===== src/rtl/mac_tap_sequencer_if.sv =====
// mac_tap_sequencer_if: sample input stream, coefficient write port, shared MAC
// operand/result lines and filtered-result output stream of the tap sequencer.
// With MACSEQ_SAT_EN defined the interface also carries the sticky sat_flag.
interface mac_tap_sequencer_if #(
   parameter int IDX_W = 3
);
   logic                    in_valid;
   logic                    in_ready;
   logic signed [24:0]      in_data;
   logic                    coef_wr;
   logic [IDX_W-1:0]        coef_addr;
   logic signed [17:0]      coef_data;
   logic                    coef_busy;
   logic signed [24:0]      mac_a;
   logic signed [17:0]      mac_b;
   logic signed [47:0]      mac_c;
   logic signed [47:0]      mac_out;
   logic                    out_valid;
   logic                    out_ready;
   logic signed [47:0]      out_data;
`ifdef MACSEQ_SAT_EN
   logic                    sat_flag;
`endif

   // environment side: feeds samples/coefficients, computes the MAC, takes results
   modport master (
      output in_valid, in_data, coef_wr, coef_addr, coef_data, mac_out, out_ready,
      input  in_ready, coef_busy, mac_a, mac_b, mac_c, out_valid, out_data
`ifdef MACSEQ_SAT_EN
      , input sat_flag
`endif
   );

   // sequencer side
   modport slave (
      input  in_valid, in_data, coef_wr, coef_addr, coef_data, mac_out, out_ready,
      output in_ready, coef_busy, mac_a, mac_b, mac_c, out_valid, out_data
`ifdef MACSEQ_SAT_EN
      , output sat_flag
`endif
   );
endinterface


===== src/rtl/mac_tap_sequencer.sv =====
// mac_tap_sequencer: steps one external 25x18+48 MAC through NTAPS FIR taps per
// accepted sample, using a circular delay line and a writable coefficient bank.
// Optional macro MACSEQ_SAT_EN clamps the result to SAT_W bits and adds a
// sticky sat_flag output.
module mac_tap_sequencer #(
   parameter int NTAPS = 8,
   parameter int IDX_W = $clog2(NTAPS),
   parameter int SAT_W = 32
) (
   input logic                clk,
   input logic                rst,
   mac_tap_sequencer_if.slave bus
);

   typedef enum logic [1:0] {IDLE, RUN, DONE} state_t;

   localparam logic [IDX_W-1:0] IDX_ONE = IDX_W'(1);
   localparam logic [IDX_W-1:0] K_LAST  = IDX_W'(NTAPS - 1);

   if (NTAPS < 2 || NTAPS > 64 || (NTAPS & (NTAPS - 1)) != 0 ||
       SAT_W < 2 || SAT_W > 48) begin : g_param_check
      $error("mac_tap_sequencer: unsupported NTAPS or SAT_W");
   end

   state_t             state;
   state_t             state_next;
   logic signed [24:0] sample [NTAPS];
   logic signed [17:0] coef   [NTAPS];
   logic [IDX_W-1:0]   wr_ptr;
   logic [IDX_W-1:0]   base;
   logic [IDX_W-1:0]   k;
   logic [IDX_W-1:0]   tap;
   logic signed [47:0] acc;
   logic signed [47:0] result;
   logic               accept;
   logic               coef_we;
   logic               last_tap;

   // Samples and coefficients may only change while idle, so a run always sees
   // a frozen delay line and coefficient bank.
   assign accept   = (state == IDLE) && bus.in_valid;
   assign coef_we  = (state == IDLE) && bus.coef_wr;
   assign last_tap = (k == K_LAST);
   // Delay line is walked backwards from the newest sample; power-of-two NTAPS
   // makes the index wrap for free.
   assign tap      = base - k;

   // State register
   always_ff @(posedge clk) begin
      if (rst) begin
         state <= IDLE;
      end else begin
         state <= state_next;
      end
   end

   // Next-state and handshake/operand outputs; the MAC sees zeros unless running
   always_comb begin
      state_next    = state;
      bus.in_ready  = 1'b0;
      bus.coef_busy = 1'b1;
      bus.out_valid = 1'b0;
      bus.mac_a     = '0;
      bus.mac_b     = '0;
      bus.mac_c     = '0;
      case (state)
         IDLE: begin
            bus.in_ready  = 1'b1;
            bus.coef_busy = 1'b0;
            if (bus.in_valid) begin
               state_next = RUN;
            end
         end
         RUN: begin
            bus.mac_a = sample[tap];
            bus.mac_b = coef[k];
            bus.mac_c = acc;
            if (last_tap) begin
               state_next = DONE;
            end
         end
         DONE: begin
            bus.out_valid = 1'b1;
            if (bus.out_ready) begin
               state_next = IDLE;
            end
         end
         default: begin
            state_next = IDLE;
         end
      endcase
   end

   // Delay-line and coefficient storage, both written only while idle
   always_ff @(posedge clk) begin
      if (rst) begin
         for (int i = 0; i < NTAPS; i++) begin
            sample[i] <= '0;
            coef[i]   <= '0;
         end
      end else begin
         if (accept) begin
            sample[wr_ptr] <= bus.in_data;
         end
         if (coef_we) begin
            coef[bus.coef_addr] <= bus.coef_data;
         end
      end
   end

   // Pointers and accumulator: a new sample restarts the tap walk, each RUN
   // cycle folds one product into acc
   always_ff @(posedge clk) begin
      if (rst) begin
         wr_ptr <= '0;
         base   <= '0;
         k      <= '0;
         acc    <= '0;
      end else if (accept) begin
         base   <= wr_ptr;
         wr_ptr <= wr_ptr + IDX_ONE;
         k      <= '0;
         acc    <= '0;
      end else if (state == RUN) begin
         acc <= bus.mac_out;
         k   <= k + IDX_ONE;
      end
   end

`ifdef MACSEQ_SAT_EN
   localparam logic signed [47:0] SAT_MAX = (48'sd1 <<< (SAT_W - 1)) - 48'sd1;
   localparam logic signed [47:0] SAT_MIN = -(48'sd1 <<< (SAT_W - 1));

   logic sat_flag;
   logic clamp_now;

   // The final accumulate happens on the last RUN cycle; judge the value that
   // is about to land in acc so the flag rises together with DONE
   assign clamp_now = (state == RUN) && last_tap &&
                      ((bus.mac_out > SAT_MAX) || (bus.mac_out < SAT_MIN));

   // Clamp the finished sum into the SAT_W range, kept sign-extended to 48 bits
   always_comb begin
      result = acc;
      if (acc > SAT_MAX) begin
         result = SAT_MAX;
      end else if (acc < SAT_MIN) begin
         result = SAT_MIN;
      end
   end

   // Sticky saturation indicator, only a reset clears it
   always_ff @(posedge clk) begin
      if (rst) begin
         sat_flag <= 1'b0;
      end else if (clamp_now) begin
         sat_flag <= 1'b1;
      end
   end

   assign bus.sat_flag = sat_flag;
`else
   assign result = acc;
`endif

   // Result is only presented while a finished sum is waiting to be taken
   assign bus.out_data = (state == DONE) ? result : '0;

endmodule


===== src/flat_wrapper.sv =====
// flat-port wrapper written by rule: the top's interface ports become plain ports
module mac_tap_sequencer_flat 
#(
   parameter int NTAPS = 8,
   parameter int IDX_W = $clog2(NTAPS),
   parameter int SAT_W = 32
)
  (clk, rst, bus_in_valid, bus_in_data, bus_coef_wr, bus_coef_addr, bus_coef_data, bus_mac_out, bus_out_ready, bus_in_ready, bus_coef_busy, bus_mac_a, bus_mac_b, bus_mac_c, bus_out_valid, bus_out_data);
  mac_tap_sequencer_if #(.IDX_W(IDX_W)) bus_i ();
  input logic clk;
  input logic rst;
  input wire logic [$bits(bus_i.in_valid)-1:0] bus_in_valid;
  input wire logic [$bits(bus_i.in_data)-1:0] bus_in_data;
  input wire logic [$bits(bus_i.coef_wr)-1:0] bus_coef_wr;
  input wire logic [$bits(bus_i.coef_addr)-1:0] bus_coef_addr;
  input wire logic [$bits(bus_i.coef_data)-1:0] bus_coef_data;
  input wire logic [$bits(bus_i.mac_out)-1:0] bus_mac_out;
  input wire logic [$bits(bus_i.out_ready)-1:0] bus_out_ready;
  output wire logic [$bits(bus_i.in_ready)-1:0] bus_in_ready;
  output wire logic [$bits(bus_i.coef_busy)-1:0] bus_coef_busy;
  output wire logic [$bits(bus_i.mac_a)-1:0] bus_mac_a;
  output wire logic [$bits(bus_i.mac_b)-1:0] bus_mac_b;
  output wire logic [$bits(bus_i.mac_c)-1:0] bus_mac_c;
  output wire logic [$bits(bus_i.out_valid)-1:0] bus_out_valid;
  output wire logic [$bits(bus_i.out_data)-1:0] bus_out_data;
  assign bus_i.in_valid = bus_in_valid;
  assign bus_i.in_data = bus_in_data;
  assign bus_i.coef_wr = bus_coef_wr;
  assign bus_i.coef_addr = bus_coef_addr;
  assign bus_i.coef_data = bus_coef_data;
  assign bus_i.mac_out = bus_mac_out;
  assign bus_i.out_ready = bus_out_ready;
  assign bus_in_ready = bus_i.in_ready;
  assign bus_coef_busy = bus_i.coef_busy;
  assign bus_mac_a = bus_i.mac_a;
  assign bus_mac_b = bus_i.mac_b;
  assign bus_mac_c = bus_i.mac_c;
  assign bus_out_valid = bus_i.out_valid;
  assign bus_out_data = bus_i.out_data;
  mac_tap_sequencer #(.NTAPS(NTAPS), .IDX_W(IDX_W), .SAT_W(SAT_W)) u_core (.clk(clk), .rst(rst), .bus(bus_i));
endmodule

===== config.mk =====
export PLATFORM = sky130hd
export DESIGN_NAME = mac_tap_sequencer_flat
export DESIGN_NICKNAME = d
export VERILOG_FILES = /design/src/rtl/mac_tap_sequencer_if.sv /design/src/rtl/mac_tap_sequencer.sv /design/src/flat_wrapper.sv
export SDC_FILE = /design/constraint.sdc
export NUM_CORES = 1
export LEC_CHECK = 0
export ABC_CLOCK_PERIOD_IN_PS = 3900
export BUFFER_PORTS_ARGS = -buffer_cell sky130_fd_sc_hd__buf_4
export CORE_MARGIN = 4
export CORE_UTILIZATION = 25
export DETAILED_ROUTE_END_ITERATION = 7
export PLACE_DENSITY_LB_ADDON = 0.1
export SLEW_MARGIN = 15
export SYNTH_ARGS = -nofsm -noshare
export SYNTH_HDL_FRONTEND = slang
export SYNTH_SLANG_ARGS = --single-unit

===== constraint.sdc =====
create_clock -name clk -period 3.9 [get_ports clk]
set_input_delay 1.17 -clock clk [delete_from_list [all_inputs] [get_ports clk]]
set_output_delay 1.17 -clock clk [all_outputs]
set_load 0.02 [all_outputs]

==> flow_summary_export.csv <==
group,metric,value,unit
status,status,"finished clean",
detailed_routing,route.detailed.drc,0,
die,die_h,282,um
sta,setup_violations,0,
clock_tree,path_clk_slew,60,ps
grt,antenna_found_initial,3,
grt,grt-ovfl-total,0,
finish,syn2layout_area_growth,27.3,%
placed_design,portBuffers,240,
clock_tree,cts_buffers,49,
die,die_area,79400,sq um
detailed_routing,drt_iter0_markers,651,
finish,drive_gt1_share,33.3,%
hold_path,worstHoldStart,"u_core.acc[22]$_SDFFE_PP0P_",
clock_tree,htree_levels,2,
detailed_routing,drtAntennaViolNets,0,
die,row_count,100,
synthesis,synthesis.nets,1465,
placed_design,hpwl,36700,um
synthesis,ys.flop_type,"edfxtp_1",
finish,nNetsFinal,1740,
sta,slew_viol_final,0,
placed_design,dp.cells,2544,
synthesis,synth_edf_count,344,
synthesis,synth_top_cell_area_share,55.1,%
detailed_routing,vias,11512,
critical_path,ff2ff_path_depth,5,
power_and_ir_drop,irDropWorstVdd,0.000273,V
critical_path,critical_path_class,"reg -> out",
synthesis,synth_area,18700,sq um
critical_path,cp-startpoint,"u_core.base[0]$_SDFFE_PP0N_",
clock_tree,worstSkewPairLatency,580,ps
sta,finalCritPeriodShare,98.1,%
clock_tree,clockBufferDepth,3,
grt,first_global_vias,12234,
synthesis,ys_async_sr_fraction,0,%
grt,grt_max_degree,51,
synthesis,ys_seq_elements,406,
synthesis,syn_avg_cell_area,13.8,sq um
detailed_routing,wl,59800,um
critical_path,required,2730,ps
critical_path,worst_setup_path_end_kind,"primary output",
synthesis,synthCells,1361,
power_and_ir_drop,power,0.0106,W
detailed_routing,vias_per_cell,4.35,
die,core_area,74300,sq um
sta,setup_slack,75.9,ps
grt,grt_usage,15.0,%
sta,min_period,3820,ps
sta,rsz0062_at_grt,"yes",
run,drv_cap,0,
synthesis,synth_cell_types,30,
die,initial_core_util,25.2,%
placed_design,pre_cts_slack,380,ps
clock_tree,cts.sinks,406,
sta,maxSlewHeadroom,51.3,%
sta,skew,9.73,ps
critical_path,cp_data_arrival_time,2650,ps
detailed_routing,drtPass1Iterations,5,
synthesis,synthTopCellsByArea,"edfxtp_1 (55%), and2_1 (15%), mux4_2 (10%)",
power_and_ir_drop,p_leak,9.00,nW
clock_tree,ctsHoldBuffers,0,
die,dieWidth,282,um
sta,fmaxAchievable,261,MHz
detailed_routing,avgRoutedWirePerCell,22.6,um
finish,final_core_util,32.1,%
placed_design,place_congestion,0.728,
die,io_pins,241,
power_and_ir_drop,power_density,445,nW/um^2
sta,hold_viol_final,0,
hold_path,hold_class,"reg -> reg",
critical_path,start_kind,"flip-flop",
synthesis,yosys_warnings,0,
hold_path,hold_depth,2,
sta,tightest_slew,730,ps
synthesis,yosysMostFrequentCell,"and2_1",
grt,grt_pass1_wl,87300,um
synthesis,ys_seq_area_share,61.8,%
clock_tree,cts_tree,"yes",
critical_path,regToRegStartpoint,"u_core.state[0]$_SDFFE_PP0P_",
finish,fin_cells,2645,
finish,n_fill_cell,7450,
clock_tree,root_buffer,"clkbuf_16",
critical_path,path_max_fanout,8,
synthesis,synth_top_cell_by_area,"edfxtp_1",
synthesis,yosys-top-cells-count,"and2_1 (440), edfxtp_1 (344), nand2_1 (152), mux4_2 (86), a21oi_1 (76)",
[flip-flops by register name (all words and copies together), names as in the netlist, named ones only]
signal	cells
u_core.acc	48
u_core.state	2
u_core.k	3
u_core.base	3
u_core.sample	200
u_core.wr_ptr	3
u_core.coef	144
[final timing paths]
kind	endpoint	slack [ps]
worst max register to register	u_core.sample[3][21]$_SDFFCE_PN0P_	1580
worst min-delay path	u_core.acc[22]$_SDFFE_PP0P_	460
worst min register to register	u_core.acc[22]$_SDFFE_PP0P_	460
worst max-delay path	bus_mac_a[20]	80
[layout by cell type, fill, tap and decap left out, types with 6 or more instances in the layout]
master | netlist | final
nor2_1 | 28 | 28
clkinv_1 | 0 | 8
nor4_4 | 6 | 6
clkinv_2 | 0 | 7
buf_12 | 0 | 17
and2_1 | 440 | 440
inv_1 | 8 | 6
edfxtp_1 | 344 | 344
nand2_2 | 0 | 22
buf_4 | 0 | 271
a21oi_2 | 0 | 21
dfxtp_1 | 62 | 58
or2_2 | 17 | 17
mux4_2 | 86 | 86
clkbuf_1 | 44 | 14
clkbuf_16 | 0 | 51
nand2_1 | 152 | 130
mux2i_1 | 21 | 21
a21oi_1 | 76 | 53
nor3_4 | 10 | 10
buf_6 | 26 | 19
[logic make-up after synthesis]
family | count (synthesis) | synth area share [%]
AOI/OAI and AO/OA | 78 | 2.10
adders and majority gates | 5 | 0.374
DFF | 406 | 61.8
and+or+nand+nor | 663 | 20.9
buffers and inverters | 97 | 3.06
xor gates and xnor gates | 5 | 0.387
muxes | 107 | 11.5
[report_power, final]
part	leakage [nW]	total, W	switching, W	internal (W)
combinational	4.17	0.00116	0.000649	0.000506
sequential	4.08	0.00495	0.0000693	0.00488
clock	0.754	0.00450	0.00187	0.00264
[routing by layer]
layer | track usage, % | vias up | share of wire [%]
li1 | - | 5353 | -
met2 | 26.5 | 173 | 51
met1 | 19.3 | 5899 | 43
met5 | 0 | - | 0.038
met4 | 3.74 | 4 | 2.0
met3 | 2.57 | 83 | 3.6
[what timing repair did]
action	CTS	global route
hold endpoints to repair	0	0
pin swaps	14	6
setup buffers	6	1
gates cloned	3	0
gates resized for setup	56	22
setup endpoints to repair	24	25
[critical path: stages, from the launching register on]
cell and delay [ps]:
dfxtp_2 310, inv_2 60, ha_4 120, inv_2 30
fa_2 610, buf_12 180, buf_8 140, mux4_2 290
nand2_1 100, a21oi_2 60, buf_4 160
[metrics by stage]
step	TNS, ps	cell area [sq um]	hold WS (ps)
6_report	0	23900	461
5_1_grt	-534	23900	481
4_1_cts	-281	23800	465
3_5_place_dp	0	21900	455
3_3_place_gp	0	21900	448
2_1_floorplan	0	18700	439
[layout make-up]
cell class / count / area [sq um] / area share, %
sequential: 406 / 11600 / 48.5
multi-input combinational: 858 / 6780 / 28.4
timing repair buffer: 312 / 2700 / 11.3
clock buffer: 68 / 1370 / 5.74
tap: 969 / 1210 / 5.08
clock inverter: 21 / 179 / 0.750
inverter: 9 / 33.8 / 0.142
antenna: 2 / 5.00 / 0.0210
Power figures use the tool's default switching activity.
